File: src/rtl/pc_pkg.sv
// Shared types for the SiMPLE program-counter sequencer and its next-PC selector.
package pc_pkg;

  typedef enum logic [1:0] {
    BOOT,
    RUN,
    FAULT
  } seq_state_e;

  typedef enum logic [2:0] {
    SEQ,
    HOLD,
    REDIRECT,
    TRAP,
    MRET
  } next_sel_e;

endpackage

File: src/rtl/pc_sequencer_if.sv
// Bus between the PC sequencer and its execute/CSR/fetch neighbours.
// The master modport is the sequencer side and the slave modport is the environment side.
interface pc_sequencer_if #(
  parameter int XLEN = 64
);

  logic [XLEN-1:0] pc;
  logic            pc_valid;
  logic            fetch_ready;
  logic            stall;
  logic            redirect_valid;
  logic [XLEN-1:0] redirect_target;
  logic [XLEN-1:0] redirect_src_pc;
  logic            trap_valid;
  logic [XLEN-1:0] trap_vector;
  logic [XLEN-1:0] trap_epc;
  logic            mret_valid;
  logic [XLEN-1:0] epc;
  logic            misaligned_valid;
  logic [XLEN-1:0] misaligned_addr;
  logic [XLEN-1:0] misaligned_epc;

  modport master (
    output pc, pc_valid, epc, misaligned_valid, misaligned_addr, misaligned_epc,
    input  fetch_ready, stall, redirect_valid, redirect_target, redirect_src_pc,
           trap_valid, trap_vector, trap_epc, mret_valid
  );

  modport slave (
    input  pc, pc_valid, epc, misaligned_valid, misaligned_addr, misaligned_epc,
    output fetch_ready, stall, redirect_valid, redirect_target, redirect_src_pc,
           trap_valid, trap_vector, trap_epc, mret_valid
  );

endinterface

File: src/rtl/pc_next_sel.sv
// Combinational next-PC selection for the PC sequencer.
// Produces the prioritised source, the misaligned-redirect decision and the next PC value.
module pc_next_sel
  import pc_pkg::*;
#(
  parameter int XLEN        = 64,
  parameter int INSTR_BYTES = 4,
  parameter int ALIGN_BITS  = 2
) (
  input  seq_state_e      state,
  input  logic [XLEN-1:0] pc,
  input  logic [XLEN-1:0] epc,
  input  logic            fetch_ready,
  input  logic            stall,
  input  logic            redirect_valid,
  input  logic [XLEN-1:0] redirect_target,
  input  logic            trap_valid,
  input  logic [XLEN-1:0] trap_vector,
  input  logic            mret_valid,
  output next_sel_e       sel,
  output logic            misaligned,
  output logic [XLEN-1:0] next_pc
);

  localparam logic [XLEN-1:0] ALIGN_MASK = {{(XLEN - ALIGN_BITS){1'b1}}, {ALIGN_BITS{1'b0}}};
  localparam logic [XLEN-1:0] STEP       = XLEN'(INSTR_BYTES);

  logic target_misaligned;

  assign target_misaligned = (redirect_target[ALIGN_BITS-1:0] != '0);

  // Flush events win over the handshake; a misaligned redirect holds the PC and raises the fault.
  always_comb begin
    sel        = HOLD;
    misaligned = 1'b0;
    case (state)
      RUN: begin
        if (trap_valid) begin
          sel = TRAP;
        end else if (mret_valid) begin
          sel = MRET;
        end else if (redirect_valid) begin
          if (target_misaligned) begin
            misaligned = 1'b1;
          end else begin
            sel = REDIRECT;
          end
        end else if (fetch_ready && !stall) begin
          sel = SEQ;
        end
      end
      FAULT: begin
        if (trap_valid) begin
          sel = TRAP;
        end
      end
      default: begin
        sel = HOLD;
      end
    endcase
  end

  always_comb begin
    case (sel)
      SEQ:      next_pc = pc + STEP;
      REDIRECT: next_pc = redirect_target;
      TRAP:     next_pc = trap_vector & ALIGN_MASK;
      MRET:     next_pc = epc;
      default:  next_pc = pc;
    endcase
  end

endmodule

File: src/rtl/pc_sequencer.sv
// Fetch-PC sequencer: holds pc/epc and the misaligned-fault record, stepping BOOT -> RUN,
// and parking in FAULT after a misaligned redirect until the CSR unit takes the trap.
module pc_sequencer
  import pc_pkg::*;
#(
  parameter int              XLEN         = 64,
  parameter logic [XLEN-1:0] RESET_VECTOR = '0,
  parameter int              INSTR_BYTES  = 4,
  parameter int              ALIGN_BITS   = 2
) (
  input logic          clk,
  input logic          rst,
  pc_sequencer_if.master bus
);

  seq_state_e      state;
  next_sel_e       sel;
  logic            misaligned;
  logic [XLEN-1:0] next_pc;
  logic [XLEN-1:0] pc_q;
  logic [XLEN-1:0] epc_q;
  logic [XLEN-1:0] mis_addr_q;
  logic [XLEN-1:0] mis_epc_q;
  logic            pc_valid_q;
  logic            mis_valid_q;

  pc_next_sel #(
    .XLEN        (XLEN),
    .INSTR_BYTES (INSTR_BYTES),
    .ALIGN_BITS  (ALIGN_BITS)
  ) u_next_sel (
    .state           (state),
    .pc              (pc_q),
    .epc             (epc_q),
    .fetch_ready     (bus.fetch_ready),
    .stall           (bus.stall),
    .redirect_valid  (bus.redirect_valid),
    .redirect_target (bus.redirect_target),
    .trap_valid      (bus.trap_valid),
    .trap_vector     (bus.trap_vector),
    .mret_valid      (bus.mret_valid),
    .sel             (sel),
    .misaligned      (misaligned),
    .next_pc         (next_pc)
  );

  // pc_valid is registered alongside the state so it reads 1 exactly while in RUN.
  always_ff @(posedge clk) begin
    if (rst) begin
      state       <= BOOT;
      pc_q        <= RESET_VECTOR;
      epc_q       <= '0;
      pc_valid_q  <= 1'b0;
      mis_valid_q <= 1'b0;
      mis_addr_q  <= '0;
      mis_epc_q   <= '0;
    end else begin
      mis_valid_q <= 1'b0;
      pc_q        <= next_pc;
      if (sel == TRAP) begin
        epc_q <= bus.trap_epc;
      end
      case (state)
        BOOT: begin
          state      <= RUN;
          pc_valid_q <= 1'b1;
        end
        RUN: begin
          if (misaligned) begin
            state       <= FAULT;
            pc_valid_q  <= 1'b0;
            mis_valid_q <= 1'b1;
            mis_addr_q  <= bus.redirect_target;
            mis_epc_q   <= bus.redirect_src_pc;
          end
        end
        FAULT: begin
          if (sel == TRAP) begin
            state      <= RUN;
            pc_valid_q <= 1'b1;
          end
        end
        default: begin
          state      <= BOOT;
          pc_valid_q <= 1'b0;
        end
      endcase
    end
  end

  assign bus.pc               = pc_q;
  assign bus.pc_valid         = pc_valid_q;
  assign bus.epc              = epc_q;
  assign bus.misaligned_valid = mis_valid_q;
  assign bus.misaligned_addr  = mis_addr_q;
  assign bus.misaligned_epc   = mis_epc_q;

endmodule

File: src/flat_wrapper.sv
// flat-port wrapper written by rule: the top's interface ports become plain ports
module pc_sequencer_flat import pc_pkg::*;
#(
  parameter int              XLEN         = 64,
  parameter logic [XLEN-1:0] RESET_VECTOR = '0,
  parameter int              INSTR_BYTES  = 4,
  parameter int              ALIGN_BITS   = 2
)
  (clk, rst, bus_pc, bus_pc_valid, bus_epc, bus_misaligned_valid, bus_misaligned_addr, bus_misaligned_epc, bus_fetch_ready, bus_stall, bus_redirect_valid, bus_redirect_target, bus_redirect_src_pc, bus_trap_valid, bus_trap_vector, bus_trap_epc, bus_mret_valid);
  pc_sequencer_if #(.XLEN(XLEN)) bus_i ();
  input logic clk;
  input logic rst;
  output wire logic [$bits(bus_i.pc)-1:0] bus_pc;
  output wire logic [$bits(bus_i.pc_valid)-1:0] bus_pc_valid;
  output wire logic [$bits(bus_i.epc)-1:0] bus_epc;
  output wire logic [$bits(bus_i.misaligned_valid)-1:0] bus_misaligned_valid;
  output wire logic [$bits(bus_i.misaligned_addr)-1:0] bus_misaligned_addr;
  output wire logic [$bits(bus_i.misaligned_epc)-1:0] bus_misaligned_epc;
  input wire logic [$bits(bus_i.fetch_ready)-1:0] bus_fetch_ready;
  input wire logic [$bits(bus_i.stall)-1:0] bus_stall;
  input wire logic [$bits(bus_i.redirect_valid)-1:0] bus_redirect_valid;
  input wire logic [$bits(bus_i.redirect_target)-1:0] bus_redirect_target;
  input wire logic [$bits(bus_i.redirect_src_pc)-1:0] bus_redirect_src_pc;
  input wire logic [$bits(bus_i.trap_valid)-1:0] bus_trap_valid;
  input wire logic [$bits(bus_i.trap_vector)-1:0] bus_trap_vector;
  input wire logic [$bits(bus_i.trap_epc)-1:0] bus_trap_epc;
  input wire logic [$bits(bus_i.mret_valid)-1:0] bus_mret_valid;
  assign bus_pc = bus_i.pc;
  assign bus_pc_valid = bus_i.pc_valid;
  assign bus_epc = bus_i.epc;
  assign bus_misaligned_valid = bus_i.misaligned_valid;
  assign bus_misaligned_addr = bus_i.misaligned_addr;
  assign bus_misaligned_epc = bus_i.misaligned_epc;
  assign bus_i.fetch_ready = bus_fetch_ready;
  assign bus_i.stall = bus_stall;
  assign bus_i.redirect_valid = bus_redirect_valid;
  assign bus_i.redirect_target = bus_redirect_target;
  assign bus_i.redirect_src_pc = bus_redirect_src_pc;
  assign bus_i.trap_valid = bus_trap_valid;
  assign bus_i.trap_vector = bus_trap_vector;
  assign bus_i.trap_epc = bus_trap_epc;
  assign bus_i.mret_valid = bus_mret_valid;
  pc_sequencer #(.XLEN(XLEN), .RESET_VECTOR(RESET_VECTOR), .INSTR_BYTES(INSTR_BYTES), .ALIGN_BITS(ALIGN_BITS)) u_core (.clk(clk), .rst(rst), .bus(bus_i));
endmodule
File: config.mk
export PLATFORM = sky130hd
export DESIGN_NAME = pc_sequencer_flat
export DESIGN_NICKNAME = d
export VERILOG_FILES = /design/src/rtl/pc_pkg.sv /design/src/rtl/pc_sequencer_if.sv /design/src/rtl/pc_next_sel.sv /design/src/rtl/pc_sequencer.sv /design/src/flat_wrapper.sv
export SDC_FILE = /design/constraint.sdc
export NUM_CORES = 1
export LEC_CHECK = 0
export ABC_AREA = 1
export CAP_MARGIN = 20
export CORE_AREA = 2 2 200 202
export CTS_CLUSTER_DIAMETER = 40
export DETAILED_ROUTE_END_ITERATION = 7
export DIE_AREA = 0 0 202 204
export HOLD_SLACK_MARGIN = 0.06
export PLACE_DENSITY = 0.67
export SLEW_MARGIN = 20
export SYNTH_ARGS = -nofsm -noshare
export SYNTH_HDL_FRONTEND = slang
export SYNTH_SLANG_ARGS = --single-unit
File: constraint.sdc
create_clock -name clk -period 2.21 [get_ports clk]
set_clock_uncertainty 0.2 [all_clocks]
set_input_delay 0.442 -clock clk [delete_from_list [all_inputs] [get_ports clk]]
set_output_delay 0.442 -clock clk [all_outputs]
set_load 0.02 [all_outputs]
======== Word-level counts from Yosys, hierarchy flattened ========
Cells that the tools add are included.
cells by class
  equality and inequality tests ........... 7
  bitwise operators ....................... 1
  multiply operators ...................... 0
  muxes and demuxes ....................... 20
  reduce and logical (&&, ||, !) cells .... 9
  div/mod/pow operators ................... 0
  shift operators ......................... 0
  $lt $le $gt $ge ......................... 0
  add/subtract/negate cells ............... 1
operators by type and width
  operator                 number
  $pmux W64 S4             1
  $add A64 B3 Y64 const B  1
  $mux W1                  9
  $mux W3                  3
  $mux W2                  4
  $eq A3 B2 Y1 const B     2
  $pmux W2 S3              1
  $pmux W3 S2              1
  $ne A2 B1 Y1 const B     2
  $reduce_and A2 Y1        2
  $reduce_bool A4 Y1       1
  $eq A3 B3 Y1 const B     1
  $logic_not A3 Y1         1
  $pmux W1 S3              1
  $eq A2 B1 Y1 const B     1
  $eq A2 B2 Y1 const B     1
  $logic_not A2 Y1         1
  $reduce_bool A2 Y1       1
  $reduce_or A2 Y1         1
  $logic_and A1 B1 Y1      1
  $logic_not A1 Y1         1
  $not A1 Y1               1
word-level totals
  bits of input ports ..................... 263
  memory bits (writable) .................. 0
  bits in read-only memories .............. 0
  flip-flop bits (word level) ............. 260
  output and inout bits ................... 258
  memories ................................ 0
  latch bits .............................. 0

======== Longest topological paths before layout ========
  depth after elaboration ................. 10
  mapped depth ............................ 14
  depth with buffers taken out ............ 14

======== Cells and area by module ========
A second synthesis with hierarchy kept.
second synthesis, totals
  cells, all modules ...................... 2203
  area total of the unflattened synthesis .. 13980.9 um2
modules (own cells, without submodules)
  module        cells each  area an instance (um2)  instances
  pc_sequencer  1075        8937.3                  1
  pc_next_sel   1128        5043.6                  1

======== Worst setup path after synthesis ========
No wires, ideal clock.
  path type ............................... reg2reg
  from .................................... register u_core.state[0]
  to ...................................... register u_core.pc_q[26], in the netlist u_core.bus.pc[26]
  stages on the path, launching flop included .. 13
  clock period less this slack ............ 2182 ps
  setup time .............................. 117 ps
  path buffers ............................ 2
  arrival ................................. 1865 ps
  setup slack ............................. 28 ps
  path through ............................ dfxtp_1 -> inv_1 -> ha_1 -> inv_2 -> nor2_4 -> inv_2 -> buf_2 -> clkbuf_1 -> nor2_1 -> nor2_1 -> nand3_1 -> nor2_1 -> nor2_1
on the way
  word-level cells in the longest chain between the ends .. 4
ends and longest elaborated chain
  item                                                line                text
  start, declared                                     pc_sequencer.sv:16  seq_state_e state;
  start signal, assigned                              pc_sequencer.sv:50  state <= BOOT;
  start signal, assigned                              pc_sequencer.sv:65  state <= RUN;
  start signal, assigned                              pc_sequencer.sv:70  state <= FAULT;
  $eq A2 B2 Y1 or $eq A2 B1 Y1 (tied branches)        pc_next_sel.sv:36   case (state)
  $pmux W3 S2 *                                       pc_next_sel.sv:36
  $eq A3 B3 Y1 (tied with other cells)                pc_next_sel.sv:64   case (sel)
  $pmux W64 S4 or $reduce_bool A4 Y1 (tied branches)  -
  end signal, assigned                                pc_sequencer.sv:59  pc_q <= next_pc;
  end, declared                                       pc_sequencer.sv:20  logic [XLEN-1:0] pc_q;
Mark *: on every way between the ends. The rest lies on a longest branch, timed or not.
A chain may end at the register's enable or synchronous reset.

======== Worst setup path after layout ========
  from .................................... register u_core.state[1]
  to ...................................... register u_core.pc_q[46], in the netlist u_core.bus.pc[46]
The elaborated chain is that of the path after synthesis.

==> run_results.csv <==
group,metric,value,unit
outcome,outcome,"finished clean",
routing,routed_wl,64130,um
cells_and_area,fill_cells,3757,
yosys,ys_warn_count,0,
sta,fin_crit,2.202,ns
grt,grt_pass1_wl,92550,um
grt,met1_usage,36.54,%
clocking,cts_tree,"built",
sta,final-hold-violation-count,0,
die,rows,73,
critical_path,startpoint_type,"flip-flop",
die,die_w,202,um
yosys,synthAdderAreaFrac,0.4834,%
cells_and_area,final_cell_area,22220,sq um
sta,final_max_slew_viol_count,0,
sta,slew_headroom,66.83,%
hold_path,hold-path-cell-count,3,
placed_design,numPortBuffers,518,
power,power.leakage,9.636,nW
critical_path,worstPathArrival,2.50,ns
placed_design,dp_hpwl,48230,um
yosys,syn_inst,1990,
grt,grt_pass1_vias,15376,
sta,holdWs,0.2466,ns
grt,grt_most_used_layer,"met2",
clocking,cts_made_buffers,46,
sta,period_share,99.64,%
yosys,ys_ff_latch,260,
critical_path,worstPathMaxFanout,7,
clocking,htreeDepth,2,
routing,firstDrtPassIters,5,
routing,drc,0,
power,ir_drop,0.5867,mV
yosys,ys_seq_area_share,40.22,%
routing,wl_per_cell,20.25,um
critical_path,cp.required,2.51,ns
placed_design,place_congestion,0.9640,
die,top_level_ports,521,
placed_design,place_area,19420,sq um
grt,met3_usage,6.186,%
yosys,synth.avg_cell_area,6.504,sq um
die,die_area,41210,sq um
clocking,clockBufferDepth,3,
power,power.density,793.5,nW/um^2
hold_path,hold_class,"in2reg",
flow_run,maxCapViolations,0,
yosys,muxShareOfSynthArea,0,%
clocking,cts.sinks,260,
yosys,synth_xor_area_share,1.421,%
clocking,clk_pin_slew,0.05,ns
yosys,netlist_area,12940,sq um
sta,worst_pin_slew,0.4958,ns
clocking,clk_latency,0.59,ns
grt,antenna_found_initial,3,
routing,viasPerCell,5.061,
sta,fmax,454.1,MHz
critical_path,criticalPathCategory,"reg2reg",
grt,use_met2,49.80,%
sta,setup_viol_count_final,0,
yosys,synth_fp_nets,2258,
cells_and_area,area_delta_synth_final,71.67,%
yosys,synth_compound_area_share,16.45,%
yosys,ys_types,34,
grt,grt_max_degree,54,
yosys,synth_top_family_by_area,"simple AND/OR/NAND/NOR gates",
power,p_total,17.63,mW
cells_and_area,nNetsFinal,2870,
routing,drt_iter0_markers,1263,
routing,antenna_left,0,
yosys,yosys.area_share.simple,33.82,%
routing,vias,16029,
die,coreArea,39180,sq um
grt,grtUsageTotal,29.34,%
cells_and_area,drive_above_1_share,17.27,%
grt,overflow,0,
sta,grt_setup_unrepaired,"true",
critical_path,cp-end-kind,"flip-flop",
die,die_y,204,um
critical_path,worstRegToRegCells,15,
die,start_util,33.03,%
clocking,cts_root_buffer,"clkbuf_16",
[synth_stat cells (all sizes together)]
cell type    n  share of area, %
nor2       569                17
nand2      402                12
o21ai      307                12
dfxtp      260                40
inv        107               3.1
a21oi       92               4.3
nand3       88               3.4
clkbuf      59               1.7
buf         50               2.7
nand4       15              0.73
xor2        13              0.88
nand3b       9              0.52
xnor2        8              0.54
ha           5              0.48
nor3         3              0.20
a21o         1             0.058
o21a         1             0.068
o31ai        1             0.058
[area by class of cell]
cell class              instances  area [sq um]  area share (%)
clock inverters                33         406.6           1.830
inverters                     107         434.2           1.954
clock buffers                  53          1227           5.524
multi-input cells            1514          7443           33.50
well taps                     525         656.9           2.956
diodes                          2         5.005         0.02253
flip-flops and latches        260          5225           23.52
repair buffers                673          6820           30.70
[where the power goes]
group,total (mW),switching (mW),internal (mW),leakage (nW)
Combinational,4.39,2.45,1.94,6.73
Clock,7.57,2.80,4.78,0.793
Sequential,5.67,0.572,5.10,2.12
Total,17.6,5.82,11.8,9.64
[cell usage in the layout, fill, tap and decap left out, types with 26 or more instances in the layout]
cell	instances
a21oi_1	47
clkdlybuf4s50_1	384
dlygate4sd2_1	112
nor2_1	527
nand2_1	343
o21ai_1	44
a21oi_2	45
buf_12	28
nand3_2	26
inv_1	95
nand2_2	39
buf_4	101
dfxtp_1	248
clkbuf_16	49
nand3_1	59
nor2_2	28
o21ai_0	250
[kinds of logic (layout without fill, tap and decap cells)]
| family | after synthesis | after routing |
|---|---|---|
| flip-flops | 260 | 260 |
| buffers and inverters | 216 | 866 |
| adder cells (fa/ha/maj) | 5 | 5 |
| AND/OR/NAND/NOR | 1086 | 1086 |
| other | 0 | 2 |
| AO/OA/AOI/OAI | 402 | 402 |
| XOR/XNOR | 21 | 21 |
[what timing repair did]
action	in CTS	in global routing
cloned	4	3
setup endpoints to repair	210	115
hold endpoints to repair	0	0
hold buffers	0	0
buffers inserted	12	16
pin swaps	17	76
resized for setup	173	235
[worst paths after layout]
path | startpoint | end | slack [ns]
max | u_core.state[1] | u_core.bus.pc[46] | 0.008
min reg2reg | u_core.bus.pc[1] | u_core.bus.pc[1] | 0.26
max reg2reg | u_core.state[1] | u_core.bus.pc[46] | 0.008
min | bus_trap_epc[7] | u_core.bus.epc[7] | 0.25
[per-stage QoR]
stage | cells | setup TNS, ns | setup slack (ns) | util [%]
2_1_floorplan | 1990 | 0 | 0.02775 | -
3_3_place_gp | 3047 | -72.21 | -0.5934 | 49.56
3_5_place_dp | 3047 | -78.00 | -0.5743 | 49.56
4_1_cts | 3149 | -0.001126 | -0.001126 | 54.43
5_1_grt | 3167 | -3.740 | -0.1064 | 56.70
6_report | 3167 | 0 | 0.007901 | 56.70
[sequential cells by signal (all words and copies together) (netlist names)]
signal                       cells
u_core.bus.pc                   64
u_core.bus.misaligned_epc       64
u_core.bus.pc_valid              1
u_core.bus.misaligned_valid      1
u_core.bus.misaligned_addr      64
u_core.state                     2
u_core.bus.epc                  64
[critical path: stages, from the launching register on]
cell and delay, ns:
dfxtp_4 0.36, inv_6 0.07, ha_4 0.16, inv_4 0.05
nor2_4 0.14, nand3_2 0.11, nand2_4 0.11, nand2_8 0.10
buf_6 0.15, inv_8 0.06, buf_12 0.13, buf_4 0.13
nand3_2 0.06, nand2_2 0.09, nor2_1 0.05, a21oi_1 0.13
[metal layers]
layer / vias to the layer above / part of all wire [%]
li1: 7614 / -
met1: 7500 / 40
met2: 768 / 48
met3: 145 / 8.4
met4: 2 / 3.7
met5: - / 0.020
Power figures use the tool's default switching activity.
